### config.mk
export PLATFORM = sky130hd
export DESIGN_NAME = pipe_stage_reg
export DESIGN_NICKNAME = d
export VERILOG_FILES = /design/src/rtl/pipe_stage_reg.sv
export SDC_FILE = /design/constraint.sdc
export NUM_CORES = 1
export LEC_CHECK = 0
export ABC_AREA = 1
export ABC_CLOCK_PERIOD_IN_PS = 2400
export CORE_ASPECT_RATIO = 2
export CORE_MARGIN = 8
export CORE_UTILIZATION = 50
export CTS_BUF_LIST = sky130_fd_sc_hd__clkbuf_16
export CTS_CLUSTER_DIAMETER = 30
export DETAILED_ROUTE_END_ITERATION = 8
export DONT_BUFFER_PORTS = 1
export PLACE_DENSITY = 0.69
export SYNTH_ARGS = -nofsm -noshare
export SYNTH_HDL_FRONTEND = slang
export SYNTH_SLANG_ARGS = --single-unit
### constraint.sdc
create_clock -name clk -period 2.4 [get_ports clk]
set_input_delay 0.24 -clock clk [delete_from_list [all_inputs] [get_ports clk]]
set_output_delay 0.24 -clock clk [all_outputs]
set_load 0.02 [all_outputs]
### src/rtl/pipe_stage_reg.sv
// Valid/ready pipeline stage: main register plus optional skid entry; 1-cycle latency, full throughput.
// SKID=1 gives a registered s_ready (absorbs one extra entry); SKID=0 gives combinational s_ready.
module pipe_stage_reg #(
   parameter int unsigned      WIDTH     = 32,
   parameter logic [WIDTH-1:0] RESET_VAL = '0,
   parameter bit               SKID      = 1'b1
) (
   input  logic             clk,
   input  logic             reset,
   input  logic             flush,
   input  logic             s_valid,
   input  logic [WIDTH-1:0] s_data,
   output logic             s_ready,
   output logic             m_valid,
   output logic [WIDTH-1:0] m_data,
   input  logic             m_ready,
   output logic [1:0]       occupancy
);

   // Encoding doubles as the occupancy count.
   typedef enum logic [1:0] {
      EMPTY = 2'd0,
      ONE   = 2'd1,
      TWO   = 2'd2
   } state_t;

   state_t           state_q, state_d;
   logic [WIDTH-1:0] main_q, main_d;
   logic [WIDTH-1:0] skid_q, skid_d;
   logic             in_xfer;
   logic             out_xfer;

   assign m_valid   = (state_q != EMPTY);
   assign m_data    = main_q;
   assign occupancy = state_q;
   assign in_xfer   = s_valid & s_ready;
   assign out_xfer  = m_valid & m_ready;

   generate
      if (SKID) begin : g_skid_rdy
         assign s_ready = (state_q != TWO);
      end else begin : g_comb_rdy
         assign s_ready = m_ready | ~m_valid;
      end
   endgenerate

   always_comb begin
      state_d = state_q;
      main_d  = main_q;
      skid_d  = skid_q;
      case (state_q)
         EMPTY: begin
            if (in_xfer) begin
               state_d = ONE;
               main_d  = s_data;
            end
         end
         ONE: begin
            if (in_xfer && out_xfer) begin
               main_d = s_data;
            end else if (in_xfer && SKID) begin
               state_d = TWO;
               skid_d  = s_data;
            end else if (out_xfer) begin
               state_d = EMPTY;
            end
         end
         TWO: begin
            if (out_xfer) begin
               state_d = ONE;
               main_d  = skid_q;
            end
         end
         default: state_d = EMPTY;
      endcase
      // Flush only invalidates; payload registers keep whatever they captured.
      if (flush) begin
         state_d = EMPTY;
      end
   end

   always_ff @(posedge clk or posedge reset) begin
      if (reset) begin
         state_q <= EMPTY;
         main_q  <= RESET_VAL;
         skid_q  <= RESET_VAL;
      end else begin
         state_q <= state_d;
         main_q  <= main_d;
         skid_q  <= skid_d;
      end
   end

endmodule
; ---- After elaboration in Yosys (flattened, before gate mapping)
; Cells that the tools add are included.
[word_totals]
ramBits = 0
word_cells = 34
reg_bits = 66
latchBits = 0
n_memories = 0
in_bits = 37
rom_bits = 0
[classes]
n_reduce_logical = 7
n_bitwise = 3
n_div = 0
add_sub_neg = 0
n_eq_ne = 10
shift = 0
n_mul = 0
mux = 11
n_lt_le_gt_ge = 0
[ops]
columns = cell, n
row1 = 32-bit two-way mux, 3
row2 = 32-bit one-hot mux with 3 select lines, 1
row3 = 2-bit two-way mux, 6
row4 = 3-bit inequality test (second input constant), 3
row5 = 2-bit inequality test (second input constant), 4
row6 = 4-bit AND reduction, 2
row7 = 2-bit one-hot mux with 3 select lines, 1
row8 = 4-bit inequality test (second input constant), 1
row9 = 3-bit AND reduction, 1
row10 = 3-bit nonzero test, 1
row11 = 1-bit bitwise AND, 2
row12 = 2-bit by 1-bit equality test with 1-bit output (second input constant), 1
row13 = 2-bit equality test (second input constant), 1
row14 = 2-bit logical NOT, 1
row15 = 2-bit nonzero test, 1
row16 = 1-bit logical AND, 1
row17 = 1-bit inverter, 1

; ---- Longest topological paths before layout
[logic_depth]
word_depth = 7
mapped_depth = 9
depth_no_buf = 7

; ---- Worst setup path before layout
; OpenSTA, ideal clock, no wires.
[synth_timing]
path_type = register -> register
from = reg state_q[0] (netlist: occupancy[0])
to = reg main_q[15] (netlist: m_data[15])
synth_period_minus_slack_ns = 1.350
t_arrival_ns = 1.234
path_stages_with_launch = 10
setup_slack_ns = 1.050
cell_sequence = dfrtp_1 > buf_6 > inv_2 > nand2_2 > buf_6 > buf_4 > nand2_1 > o21ai_0 > nand2_1 > nand2_1
[synth_via]
elab_chain_cells = 5
[synth_rtl]
columns = element, line
row1 = "start, declared", 27  ; state_t state_q, state_d;
row2 = "start signal, assigned", 88  ; state_q <= state_d;
row3 = 2-bit inequality test / 2-bit nonzero test (equally long branches), "41, 33"
row4 = 1-bit bitwise AND (on tied branches), "36, 37"
row5 = 1-bit logical AND, 59  ; if (in_xfer && out_xfer) begin
row6 = 2-bit inequality test (no source line), -
row7 = 4-bit AND reduction (no source line), -
row8 = "end signal, assigned", 89  ; main_q <= main_d;
row9 = "end, declared", 28  ; logic [WIDTH-1:0] main_q, main_d;
; Several ways; a longest one is shown, not always the timed one.
; A chain may end at the register's enable or synchronous reset.

; ---- Worst setup path after layout
[layout_timing]
from = reg state_q[0] (netlist: occupancy[0])
to = out s_ready
[layout_via]
elab_chain_cells = 1
[layout_rtl]
columns = element, line
row1 = 2-bit inequality test, 41  ; assign s_ready = (state_q != TWO);
row2 = "end, declared", 13  ; output logic s_ready,
; No other way between the ends.

==> flow_summary.json <==
{
  "syn_area_sq_um": 2990,
  "fmax_mhz": 605,
  "clock_latency_ps": 330,
  "die_w_microns": 70.6,
  "hold_violations": 0,
  "setup_tns_ps": 0,
  "end_kind": "output port",
  "period_minus_slack_ps": 1650,
  "dr.pass1.iters": 4,
  "diodes": 0,
  "p_leak_nw": 1.80,
  "hold_path.class": "in -> reg",
  "ys_warn_count": 0,
  "dp_hpwl_microns": 4250,
  "worstHoldPathCells": 2,
  "dieArea_sq_um": 8850,
  "tritoncts": "done",
  "cts_made_buffers": 9,
  "placed_area_sq_um": 2970,
  "synth_nets": 403,
  "synth_seq_cells": 66,
  "rsz0062_at_grt": "false",
  "avgViaCountPerCell": 5.10,
  "critPathMaxStageDelay_ps": 590,
  "track_usage_pct": 14.6,
  "ios": 73,
  "critPathMaxFanout": 65,
  "htreeDepth": 3,
  "wl_per_cell_microns": 14.0,
  "cap_violations": 0,
  "hold_ws_ps": 70.6,
  "syn-mean-instance-area_sq_um": 8.16,
  "min_period_over_period_pct": 68.8,
  "outcome": "completed",
  "synth_top_cell_by_area": "dfrtp_1",
  "finalSetupViolations": 0,
  "yosysUniqueCellTypes": 17,
  "ir_drop_mv": 0.636,
  "nets": 400,
  "clock_skew_ps": 3.90,
  "vias": 2198,
  "cts-resized-gates": 0,
  "cp-start-kind": "flop",
  "cts_max_path_buffers": 2,
  "row_count": 40,
  "seq_area_frac_synth_pct": 55.3,
  "grt.overflow.total": 0,
  "clockRootBuffer": "clkbuf_16",
  "postSynthCellCount": 366,
  "gp_congestion": 0.776,
  "grt_start_max_net_pins": 66,
  "coreArea_sq_um": 5910,
  "synth_common_cells": "nand2_1, dfrtp_1, inv_1",
  "maxSlewViolCount": 0,
  "tightest_slew_ps": 674,
  "reg2reg_slack_ps": 770,
  "slowest_stage": "dfrtp_1",
  "first_global_vias": 2151,
  "clk_pin_slew_ps": 50,
  "synth_edf_count": 0,
  "worst_ep_required_time_ps": 2160,
  "clock-sinks": 66,
  "drt.antenna.violating_nets": 0,
  "syn2layout_area_growth_pct": 9.14,
  "ys_top_cells_by_area": "dfrtp_1, nand2_1, o21ai_0",
  "grt_pass1_wl_microns": 10200,
  "drc": 0,
  "power-per-cell-area_nw_per_um2": 1190,
  "path_cells": "inv_2, nand2_2, buf_12",
  "critical_path_class": "reg -> out",
  "stdcell_area_sq_um": 3260,
  "drive_gt1_share_pct": 6.25,
  "antenna_found_initial": 0,
  "drtIter0Drc": 178,
  "routed_wl_microns": 6020,
  "synth.top_cell.area_share_pct": 55.3,
  "slew_headroom_pct": 55.0,
  "cp_data_arrival_time_ps": 1410,
  "synth_async_sr_flop_share_pct": 100,
  "io_buffers": 0,
  "die_y_microns": 125,
  "initial_core_util_pct": 50.6,
  "yosysMostFrequentCell": "nand2_1",
  "r2r_cells": 5,
  "synth_ff_type": "dfrtp_1"
}
final cells by class:
class                      instances  area [sq um]
fill                             546          2650
inverter                          40           150
tap                               63          78.8
clock inverter                     7          53.8
timing repair buffer               6          72.6
sequential                        66          1650
multi-input combinational        240          1030
clock buffer                       9           225
state kept, by name, summed over array words and instances (netlist names):
name       count
skid_q        32
m_data        32
occupancy      2
power by group:
part / switching, W / total (W) / leakage [nW] / internal, W
clock: 0.000444 / 0.00123 / 0.148 / 0.000782
combinational: 0.000443 / 0.000695 / 0.879 / 0.000251
sequential: 0.000432 / 0.00197 / 0.770 / 0.00154
metal layers:
metal	part of all wire [%]	routed length, microns	GRT usage (%)
met1	43	2560	17.3
met2	46	2750	21.5
met3	9.5	571	5.28
met4	2.3	136	10.0
met5	0	0	0
metrics by stage:
step / std cells / power (W) / setup WS, ps / util [%]
after floorplan: 366 / 0.00254 / 505 / -
after global placement: 414 / 0.00264 / 833 / 50.3
after detailed placement: 414 / 0.00270 / 751 / 50.3
after CTS: 431 / 0.00393 / 715 / 55.2
after global routing: 431 / 0.00415 / 609 / 55.2
final: 431 / 0.00389 / 748 / 55.2
worst max-delay path: cells and delay by family (launching register included):
| family | cells | cell delay, ps |
|---|---|---|
| buffers and inverters | 2 | 360 |
| DFF | 1 | 590 |
| and+or+nand+nor | 1 | 130 |
logic make-up (layout without fill, tap and decap cells):
logic type             count (synthesis)  in the layout  share of synthesized area (%)
AND/OR/NAND/NOR                      168            168                           21.8
AO/OA/AOI/OAI                         72             72                           12.3
flip-flops                            66             66                           55.3
buffers and inverters                 60             62                           10.6
cell usage in the layout, fill, tap and decap left out, drive strengths merged:
cell type / count
a21oi: 28
buf: 5
bufinv: 1
clkbuf: 9
clkinv: 3
dfrtp: 66
dlygate4sd3: 1
inv: 43
nand2: 131
nand3: 3
nand4: 3
nor2: 31
o21ai: 44
path summary, 6_finish.rpt:
kind,from,endpoint
min in group asynchronous,reset,m_data[4]$_DFFE_PP0P_
min reg2reg,skid_q[23]$_DFFE_PP0P_,skid_q[23]$_DFFE_PP0P_
max,occupancy[0]$_DFFE_PP0P_,s_ready
max reg2reg,occupancy[1]$_DFFE_PP0P_,skid_q[12]$_DFFE_PP0P_
max in group asynchronous,reset,m_data[19]$_DFFE_PP0P_
min,s_data[10],skid_q[10]$_DFFE_PP0P_
repair_timing:
| item | in CTS | in global routing |
|---|---|---|
| buffers inserted | 0 | 0 |
| endpoints found under the hold margin | 31 | 0 |
| endpoints found under the setup margin | 0 | 0 |
| hold buffers | 1 | 0 |
Power figures use the tool's default switching activity.
